`config.mk`:
```
export PLATFORM = sky130hd
export DESIGN_NAME = ddr_burst_arbiter
export DESIGN_NICKNAME = d
export VERILOG_FILES = /design/src/rtl/ddr_arb_pkg.sv /design/src/rtl/ddr_burst_arbiter.sv
export SDC_FILE = /design/constraint.sdc
export NUM_CORES = 1
export LEC_CHECK = 0
export CORE_AREA = 4 4 147 149
export CTS_CLUSTER_SIZE = 25
export DETAILED_ROUTE_END_ITERATION = 10
export DIE_AREA = 0 0 151 153
export DONT_BUFFER_PORTS = 1
export GPL_TIMING_DRIVEN = 0
export PLACE_DENSITY = 0.45
export REMOVE_ABC_BUFFERS = 1
export SLEW_MARGIN = 15
export SYNTH_ARGS = -nofsm -noshare
export SYNTH_HDL_FRONTEND = slang
export SYNTH_SLANG_ARGS = --single-unit
```
`constraint.sdc`:
```
create_clock -name clk_100 -period 1.5 [get_ports clk_100]
set_input_delay 0.375 -clock clk_100 [delete_from_list [all_inputs] [get_ports clk_100]]
set_output_delay 0.375 -clock clk_100 [all_outputs]
set_load 0.005 [all_outputs]
```
`src/rtl/ddr_arb_pkg.sv`:
```
// Shared types and constants for the DDR burst arbiter: FSM states, grant
// encoding, write-FIFO word field positions and bus widths.
package ddr_arb_pkg;

  localparam int unsigned BURST_LEN   = 32;
  localparam int unsigned ADDR_W      = 29;
  localparam int unsigned DATA_W      = 64;
  localparam int unsigned USEDW_W     = 9;
  localparam int unsigned WR_HIGH_WM  = 384;
  localparam int unsigned CNT_W       = 6;
  localparam int unsigned BCNT_W      = 7;
  localparam int unsigned BE_W        = 8;
  localparam int unsigned FIFO_W      = 96;

  // Write-FIFO word layout
  localparam int unsigned FLD_LAST    = 95;
  localparam int unsigned FLD_EOF     = 94;
  localparam int unsigned FLD_VALID   = 93;
  localparam int unsigned FLD_ADDR_HI = 92;
  localparam int unsigned FLD_ADDR_LO = 64;

  typedef enum logic [1:0] {
    ST_IDLE     = 2'd0,
    ST_WR_BURST = 2'd1,
    ST_RD_CMD   = 2'd2,
    ST_RD_DATA  = 2'd3
  } arb_state_t;

  typedef enum logic {
    GNT_RD = 1'b0,
    GNT_WR = 1'b1
  } grant_t;

endpackage

```
`src/rtl/ddr_burst_arbiter.sv`:
```
// Sole Avalon-MM master on the DDR port: drains the frame-write FIFO as fixed
// write bursts and interleaves read bursts, round-robin with a write watermark.
module ddr_burst_arbiter
  import ddr_arb_pkg::*;
(
  input  logic                clk_100,
  input  logic                reset_n,
  input  logic [FIFO_W-1:0]   wr_fifo_q,
  input  logic [USEDW_W-1:0]  wr_fifo_usedw,
  input  logic                wr_fifo_empty,
  output logic                wr_fifo_rdreq,
  input  logic                rd_req,
  input  logic [ADDR_W-1:0]   rd_addr,
  output logic                rd_ack,
  output logic [DATA_W-1:0]   rd_data,
  output logic                rd_data_valid,
  output logic                rd_burst_done,
  output logic                frame_wr_done,
  output logic                wr_sync_err,
  output logic [ADDR_W-1:0]   avl_address,
  output logic [BCNT_W-1:0]   avl_burstcount,
  output logic                avl_write,
  output logic                avl_read,
  output logic [DATA_W-1:0]   avl_writedata,
  output logic [BE_W-1:0]     avl_byteenable,
  input  logic                avl_waitrequest,
  input  logic [DATA_W-1:0]   avl_readdata,
  input  logic                avl_readdatavalid
);

  arb_state_t         state;
  arb_state_t         state_nxt;
  logic [CNT_W-1:0]   cnt;
  logic [CNT_W-1:0]   cnt_nxt;
  grant_t             last_grant;

  logic wr_elig;
  logic wr_accept;
  logic rd_accept;
  logic rd_beat;
  logic cnt_last;
  logic unused_valid;

  // The per-beat valid flag does not change burst framing; beats are written regardless
  assign unused_valid = wr_fifo_q[FLD_VALID];

  assign cnt_last  = (cnt == CNT_W'(BURST_LEN - 1));
  assign wr_accept = avl_write & ~avl_waitrequest;
  assign rd_accept = avl_read & ~avl_waitrequest;
  assign rd_beat   = (state == ST_RD_DATA) & avl_readdatavalid;
  assign wr_elig   = (wr_fifo_usedw >= USEDW_W'(BURST_LEN)) & ~wr_fifo_empty;

  // Show-ahead FIFO: pop in the same cycle the beat is taken by DDR
  assign wr_fifo_rdreq  = wr_accept;
  assign avl_writedata  = avl_write ? wr_fifo_q[DATA_W-1:0] : '0;
  assign avl_burstcount = BCNT_W'(BURST_LEN);
  assign avl_byteenable = '1;

  // Grant and burst sequencing
  always_comb begin
    state_nxt = state;
    cnt_nxt   = cnt;
    case (state)
      ST_IDLE: begin
        if (wr_elig && rd_req) begin
          if ((wr_fifo_usedw >= USEDW_W'(WR_HIGH_WM)) || (last_grant == GNT_RD)) begin
            state_nxt = ST_WR_BURST;
          end else begin
            state_nxt = ST_RD_CMD;
          end
        end else if (wr_elig) begin
          state_nxt = ST_WR_BURST;
        end else if (rd_req) begin
          state_nxt = ST_RD_CMD;
        end
      end
      ST_WR_BURST: begin
        if (wr_accept) begin
          if (cnt_last) begin
            cnt_nxt   = '0;
            state_nxt = ST_IDLE;
          end else begin
            cnt_nxt = cnt + CNT_W'(1);
          end
        end
      end
      ST_RD_CMD: begin
        if (rd_accept) begin
          state_nxt = ST_RD_DATA;
        end
      end
      ST_RD_DATA: begin
        if (rd_beat) begin
          if (cnt_last) begin
            cnt_nxt   = '0;
            state_nxt = ST_IDLE;
          end else begin
            cnt_nxt = cnt + CNT_W'(1);
          end
        end
      end
      default: begin
        state_nxt = ST_IDLE;
        cnt_nxt   = '0;
      end
    endcase
  end

  always_ff @(posedge clk_100 or negedge reset_n) begin
    if (!reset_n) begin
      state      <= ST_IDLE;
      cnt        <= '0;
      last_grant <= GNT_RD;
    end else begin
      state <= state_nxt;
      cnt   <= cnt_nxt;
      if (state == ST_WR_BURST && state_nxt == ST_IDLE) begin
        last_grant <= GNT_WR;
      end else if (state == ST_RD_DATA && state_nxt == ST_IDLE) begin
        last_grant <= GNT_RD;
      end
    end
  end

  // Command is launched from the next state so it lines up with the burst
  always_ff @(posedge clk_100 or negedge reset_n) begin
    if (!reset_n) begin
      avl_write     <= 1'b0;
      avl_read      <= 1'b0;
      avl_address   <= '0;
      rd_ack        <= 1'b0;
      rd_data       <= '0;
      rd_data_valid <= 1'b0;
      rd_burst_done <= 1'b0;
      frame_wr_done <= 1'b0;
      wr_sync_err   <= 1'b0;
    end else begin
      avl_write <= (state_nxt == ST_WR_BURST);
      avl_read  <= (state_nxt == ST_RD_CMD);
      if (state == ST_IDLE && state_nxt == ST_WR_BURST) begin
        avl_address <= wr_fifo_q[FLD_ADDR_HI:FLD_ADDR_LO];
      end else if (state == ST_IDLE && state_nxt == ST_RD_CMD) begin
        avl_address <= rd_addr;
      end
      rd_ack        <= rd_accept;
      rd_data_valid <= rd_beat;
      rd_burst_done <= rd_beat & cnt_last;
      if (rd_beat) begin
        rd_data <= avl_readdata;
      end
      frame_wr_done <= wr_accept & wr_fifo_q[FLD_EOF];
      if (wr_accept && (wr_fifo_q[FLD_LAST] != cnt_last)) begin
        wr_sync_err <= 1'b1;
      end
    end
  end

endmodule

```
==> results of run 1 <==
==> synthesized netlist by cell type, drive strengths merged (2+ instances only) <==
library cell | count | area [um2]
buf | 29 | 199
clkbuf | 17 | 63.8
nor2b | 2 | 12.5
o21ai | 3 | 15.0
a21oi | 3 | 15.0
mux2 | 2 | 22.5
nor3 | 4 | 20.0
nand2 | 197 | 739
nor2 | 5 | 18.8
a21o | 2 | 15.0
conb | 2 | 7.51
o221a | 30 | 338
and2 | 65 | 407
or3 | 3 | 18.8
nand2b | 30 | 188
dfrtp | 109 | 2730
inv | 4 | 15.0
nand3 | 2 | 10.0
xor2 | 2 | 17.5
==> layout by cell type, fill, tap and decap left out, drive strengths merged, types with 3 or more instances in the layout <==
| cell | synthesis | final |
|---|---|---|
| nand2 | 197 | 197 |
| dfrtp | 109 | 109 |
| and2 | 65 | 65 |
| nand2b | 30 | 30 |
| o221a | 30 | 30 |
| buf | 29 | 29 |
| conb | 2 | 15 |
| clkbuf | 17 | 10 |
| inv | 4 | 8 |
| nor2 | 5 | 5 |
| nor3 | 4 | 4 |
| a21oi | 3 | 3 |
| or3 | 3 | 3 |
| o21ai | 3 | 3 |
==> worst min-delay path by stage <==
stage,to,depth (start not counted),start
finish,rd_data[37]$_DFFE_PN0N_,0,reset_n
global route,rd_data[8]$_DFFE_PN0N_,0,reset_n
CTS,rd_data[57]$_DFFE_PN0N_,0,reset_n
detailed placement,rd_data[57]$_DFFE_PN0N_,0,reset_n
global placement,rd_data[21]$_DFFE_PN0N_,0,reset_n
floorplan,avl_address[0]$_DFFE_PN0P_,0,reset_n
==> registers in the layout (all words and copies together) (netlist names) <==
name	count
state	2
rd_data_valid	1
rd_data	64
avl_address	29
last_grant	1
rd_ack	1
avl_read	1
avl_write	1
wr_sync_err	1
cnt	6
frame_wr_done	1
rd_burst_done	1
==> worst max-delay path, cell delays in order, from the launching register on <==
cell	delay [ns]
dfrtp_4	0.57
nor2b_4	0.20
a31oi_4	0.33
buf_6	0.15
mux2_4	0.29
==> what timing repair did <==
action                                  4_1_cts  5_1_grt
gates resized for setup                      61       60
hold endpoints to repair                    109      109
endpoints found under the setup margin      172      105
cloned                                        3        0
pin swaps                                     6       10
setup buffers                                24        2
==> routing by layer <==
metal / vias to the layer above / GRT usage, % / wire length (um)
met5: - / 0 / 0
met4: 0 / 3.07 / 146
met3: 11 / 5.60 / 1740
met2: 201 / 19.6 / 7560
met1: 1747 / 15.2 / 6250
li1: 1664 / - / -
==> cells by family after synthesis <==
kind of cell             Yosys count  share of synthesized area [%]
XOR/XNOR                           3                          0.529
AO/OA/AOI/OAI                     43                           8.75
AND/OR/NAND/NOR                  312                           29.3
buffers and inverters             50                           5.60
other                              2                          0.151
multiplexers                       2                          0.454
adder cells (fa/ha/maj)            1                          0.252
flip-flops                       109                           55.0
==> power by group <==
group | internal (uW) | switching, uW
sequential | 4290 | 1280
combinational | 2130 | 1940
clock | 1220 | 1190
==> metrics by stage <==
step / util (%) / TNS (ns) / total power, uW / setup WS [ns] / instance area, um2
after global placement: 25.2 / -363.10 / 8290 / -4.37 / 5090
after CTS: 29.6 / -12.03 / 11900 / -0.166 / 5970
after floorplan: - / -179.83 / 7380 / -2.47 / 4750
after detailed placement: 25.8 / -59.54 / 8460 / -1.23 / 5210
after global routing: 31.2 / -16.56 / 12900 / -0.206 / 6290
final: 31.2 / -10.85 / 12100 / -0.154 / 6290
==> cell type report <==
class,instances,area (um2),area share (%)
well taps,270,338,5.37
clock inverters,6,62.6,0.994
inverters,4,27.5,0.438
clock buffers,10,239,3.80
diodes,1,2.50,0.0398
flip-flops and latches,109,2730,43.5
multi-input cells,376,2510,39.9
repair buffers,31,378,6.01
==> summary.md, run 1 <==
| Metric | Value |
|---|---|
| Status | complete, but fails checks |
| Failing checks | negative hold slack, negative setup slack |
| Vias in the first global route | 3727 |
| Hold Crit Class | input pin to async pin |
| FFs w/ async S/R, synth | 100% |
| RSZ-0062 raised after global routing | yes |
| Nets@finish | between 700 and 800 |
| Syn avg cell area | 9.51 um2 |
| Max clock buf depth | 2 |
| Top_reg_cell synth | dfrtp_1 |
| Detail Route Antenna Nets | 0 |
| Starting Density | between 20 and 25% |
| Via count | between 3000 and 4000 |
| Post-Place Cells | 764 |
| R2R Path Start | avl_write$_DFF_PN0_ |
| Hold WS | -0.287 ns |
| # setup viols final | around 100 |
| WL/cell | 19.4 um |
| Peak supply drop | 0.467 mV |
| Initial DRC Count | ~160 |
| Worst setup EP type | flop |
| Max Transition Viols Final | 0 |
| Pwr/cell area | between 1500 and 2000 nW/um2 |
| Vias per cell | roughly 4.5 |
| Seq cells post-synth | ~110 |
| GRT Overall Usage | 12.3% |
| Final hold vios | between 100 and 150 |
| H-tree depth | 3 |
| First-pass GRT wire length | approximately 22 mm |
| CTS tree | built |
| WL final | roughly 16 mm |
| Core area | slightly above 20000 um2 |
| Synth unique cells | 35 |
| Clk slew on worst S/H paths | about 0.080 ns |
| Crit share post-route | 110% |
| Seq/Total Area, Yosys | between 50% and 60% |
| GP Congestion | ~0.8 |
| Total die area | between 20000 and 25000 um2 |
| Layout cell share with drive strength beyond 1 | 27.4% |
| Clock root cell | clkbuf_16 |
| Fill cell count | 2082 |
| Crit Path Max Fanout | 8 |
| Die Wd | about 150 um |
| Mapped Area | just under 5000 um2 |
| Clock insertion delay at the later pin of the skew report | 0.35 ns |
| Row cnt | between 50 and 60 |
| Largest net degree at the start of global routing | 110 |
| Syn Inst Count | 522 |
| CP endpoint | cnt[1]$_DFFE_PN0P_ |
| CP Data Arrival Time | 1.88 ns |
| Die Span Y | about 150 um |
| Num Clock Sinks | 109 |
| Layout Skew | around 0.012 ns |
| Initial antenna violation count | 1 |
| # DRC | 0 |
| First-pass DRT Iterations | 4 |
| Port bufs | 0 |
| Fmax achieved | slightly above 0.6 GHz |
| Synth Warn # | 0 |
| CTS Buf Count | 9 |
| Ports | between 300 and 400 |
| Critical Path RT | around 1.7 ns |
| Hpwl dp | approximately 11 mm |
| EDFF count, synth | 0 |
| Post-layout min period | between 1.5 and 2 ns |
| Max_cap viols | 0 |
| Static Leak | approximately 0.003 uW |
| Worst r2r dst | cnt[1]$_DFFE_PN0P_ |
| CP Launch Type | flop |
| Reg2Reg Depth | 4 |
| Area grow syn2layout | 26.7% |
| Worst Slack Setup Final | -0.154 ns |
| FF-to-FF setup slack | -0.15 ns |
| Critical path type | flop to flop |
| Final Non-Filler Cells | 807 |
| Grt ovf | 0 |
| Critical Path Source | avl_write$_DFF_PN0_ |
(Power assumes the default switching activity.)
==> inputs of run 2 (changes only) <==
==> constraint.sdc (replaced) <==
create_clock -name clk_100 -period 1.5 [get_ports clk_100]
set_input_delay 0.375 -clock clk_100 [delete_from_list [all_inputs] [get_ports clk_100]]
set_output_delay 0.375 -clock clk_100 [all_outputs]
set_load 0.05 [all_outputs]
==> run 2 against run 1 <==
Net effect: the run still ends with negative hold slack, negative setup slack left; sequential share of layout area down 2.1 points; critical endpoint is now cnt[3]$_DFFE_PN0P_; critical path depth rose by 1; design area increased by 5.0%; maximum frequency decreased by 13%; final cell count is 1.5% higher.
==> summary.md, run 2 (synthesis results as in run 1) <==
| Metric | Value |
|---|---|
| Status | complete, but fails checks |
| Failing checks | negative hold slack, negative setup slack |
| Largest delay share family, worst path | simple AND/OR/NAND/NOR gates |
| RSZ-0062 raised after global routing | yes |
| H-tree depth | 3 |
| # DRC | 0 |
| WP buf/inv | 1 |
| Core area | about 20000 um2 |
| Nets@finish | ~750 |
| Vias in the first global route | 3702 |
| Clock root cell | clkbuf_16 |
| WL met2 | between 8 and 9 mm |
| CTS Buf Count | 9 |
| Layout cell share with drive strength beyond 1 | 35.7% |
| Max FFs per register | 64 |
| CP cell instances | nor2b_4 > a31oi_4 > buf_6 > or3_1 > o21ai_1 |
| WL/cell | approximately 21 um |
| Slowest stage cell, crit path | dfrtp_4 |
| Reg2Reg Depth | 5 |
| Max clock buf depth | 2 |
| Initial DRC Count | 143 |
| Grt ovf | 0 |
| CP Data Arrival Time | 2.18 ns |
| Critical Path RT | roughly 1.8 ns |
| Crit Path Max Fanout | 7 |
| Worst Slack Setup Final | -0.406 ns |
| CP Launch Type | flop |
| Final hold vios | about 110 |
| Post-route cell area | between 6000 and 7000 um2 |
| WL final | roughly 17 mm |
| Initial antenna violation count | 0 |
| Most common cell after layout, fill and taps aside | nand2_1 |
| Worst slew pin tran | slightly above 0.6 ns |
| Worst relative slew slack | 59.2% |
| Critical Path Source | avl_write$_DFF_PN0_ |
| Max Transition Viols Final | 0 |
| Placed inst area | approximately 5200 um2 |
| # setup viols final | just over 100 |
| Hpwl dp | around 11 mm |
| Post-place setup slack | -1.27 ns |
| Final core occ | 32.7% |
| Max Used Layer | met4 |
| First-pass DRT Iterations | 4 |
| Crit path depth | 5 |
| CTS tree | built |
| Pwr/cell area | approximately 2900 nW/um2 |
| Via count | approximately 3800 |
| Setup TNS | -32.63 ns |
| Total die area | between 20000 and 25000 um2 |
| GP Congestion | a little over 0.8 |
| Clk slew on worst S/H paths | 0.08 ns |
| Ports | between 300 and 400 |
| Wl on met1 | ~6.7 mm |
| Routed met3 length | approximately 1.7 mm |
| Static Leak | about 0.0031 uW |
| Most frequent cells in the layout | nand2_1 (196), dfrtp_1 (106), and2_4 (64) |
| Fill cell count | a little over 2000 |
| Tot Pwr | 18900 uW |
| Hold Crit Class | input pin to async pin |
| Worst setup EP type | flop |
| Inserted Diodes | 0 |
| Starting Density | 24.6% |
| Clock insertion delay at the later pin of the skew report | 0.35 ns |
| Die Wd | around 150 um |
| Worst r2r dst | cnt[3]$_DFFE_PN0P_ |
| Fmax achieved | about 0.52 GHz |
| Row cnt | 52 |
| Largest regs | rd_data x64, avl_address x29, cnt x6 |
| Biggest cell delay along the critical path | roughly 0.59 ns |
| Vias per cell | 4.60 |
| Die Span Y | 153 um |
| Port bufs | 0 |
| Critical path type | flop to flop |
| Hold WS | -0.294 ns |
| Detail Route Antenna Nets | 0 |
| R2R Path Start | avl_write$_DFF_PN0_ |
| Num Clock Sinks | between 100 and 150 |
| FF-to-FF setup slack | -0.41 ns |
| Peak supply drop | about 0.81 mV |
| Most flops, register | rd_data |
| First-pass GRT wire length | 22.8 mm |
| Layout Skew | between 0.009 and 0.01 ns |
| Area grow syn2layout | 33.0% |
| Crit share post-route | 127% |
| Post-layout min period | 1.91 ns |
| Max_cap viols | 0 |
| Largest net degree at the start of global routing | between 100 and 150 |
| GRT Overall Usage | 12.7% |
run 2: worst max path at each step:
stage,endpoint
6_report,cnt[3]$_DFFE_PN0P_
5_1_grt,cnt[3]$_DFFE_PN0P_
4_1_cts,avl_writedata[30]
3_5_place_dp,cnt[5]$_DFFE_PN0P_
3_3_place_gp,cnt[5]$_DFFE_PN0P_
2_1_floorplan,cnt[5]$_DFFE_PN0P_
run 2: layer usage:
layer,global-route usage [%],up-vias
met2,20.3,210
met4,3.76,0
met3,3.64,17
met5,0,-
met1,16.7,1836
li1,-,1702
run 2: power breakdown:
part | leakage (uW) | switching, uW | internal [uW]
combinational | 0.00163 | 3920 | 2750
clock | 0.000149 | 1190 | 1220
sequential | 0.00131 | 5600 | 4200
total | 0.00309 | 10700 | 8170
run 2: cell type report:
| type | count | area (um2) | share of cell area (%) |
|---|---|---|---|
| Tap cell | 270 | 338 | 5.12 |
| Clock inverter | 6 | 62.6 | 0.948 |
| Sequential cell | 109 | 2730 | 41.4 |
| Multi-Input combinational cell | 379 | 2660 | 40.2 |
| Clock buffer | 10 | 239 | 3.62 |
| Inverter | 4 | 27.5 | 0.417 |
| Timing Repair Buffer | 41 | 546 | 8.26 |
run 2: through the flow:
stage	hold slack, ns	cells
floorplan	0.0794	489
global placement	0.0825	759
detailed placement	0.0824	764
CTS	-0.312	805
global route	-0.317	819
finish	-0.294	819
run 2: timing repair:
action | 4_1_cts | 5_1_grt
cloned | 4 | 6
resized for setup | 170 | 53
pin swaps | 6 | 8
endpoints found under the setup margin | 172 | 107
setup buffers | 21 | 8
endpoints found under the hold margin | 109 | 109
run 2: worst reg2reg max path, cell delays in order (launching register included):
cell and delay [ns]:
dfrtp_4 0.59, nor2b_4 0.51, a31oi_4 0.18, buf_6 0.15
or3_1 0.33, o21ai_1 0.07
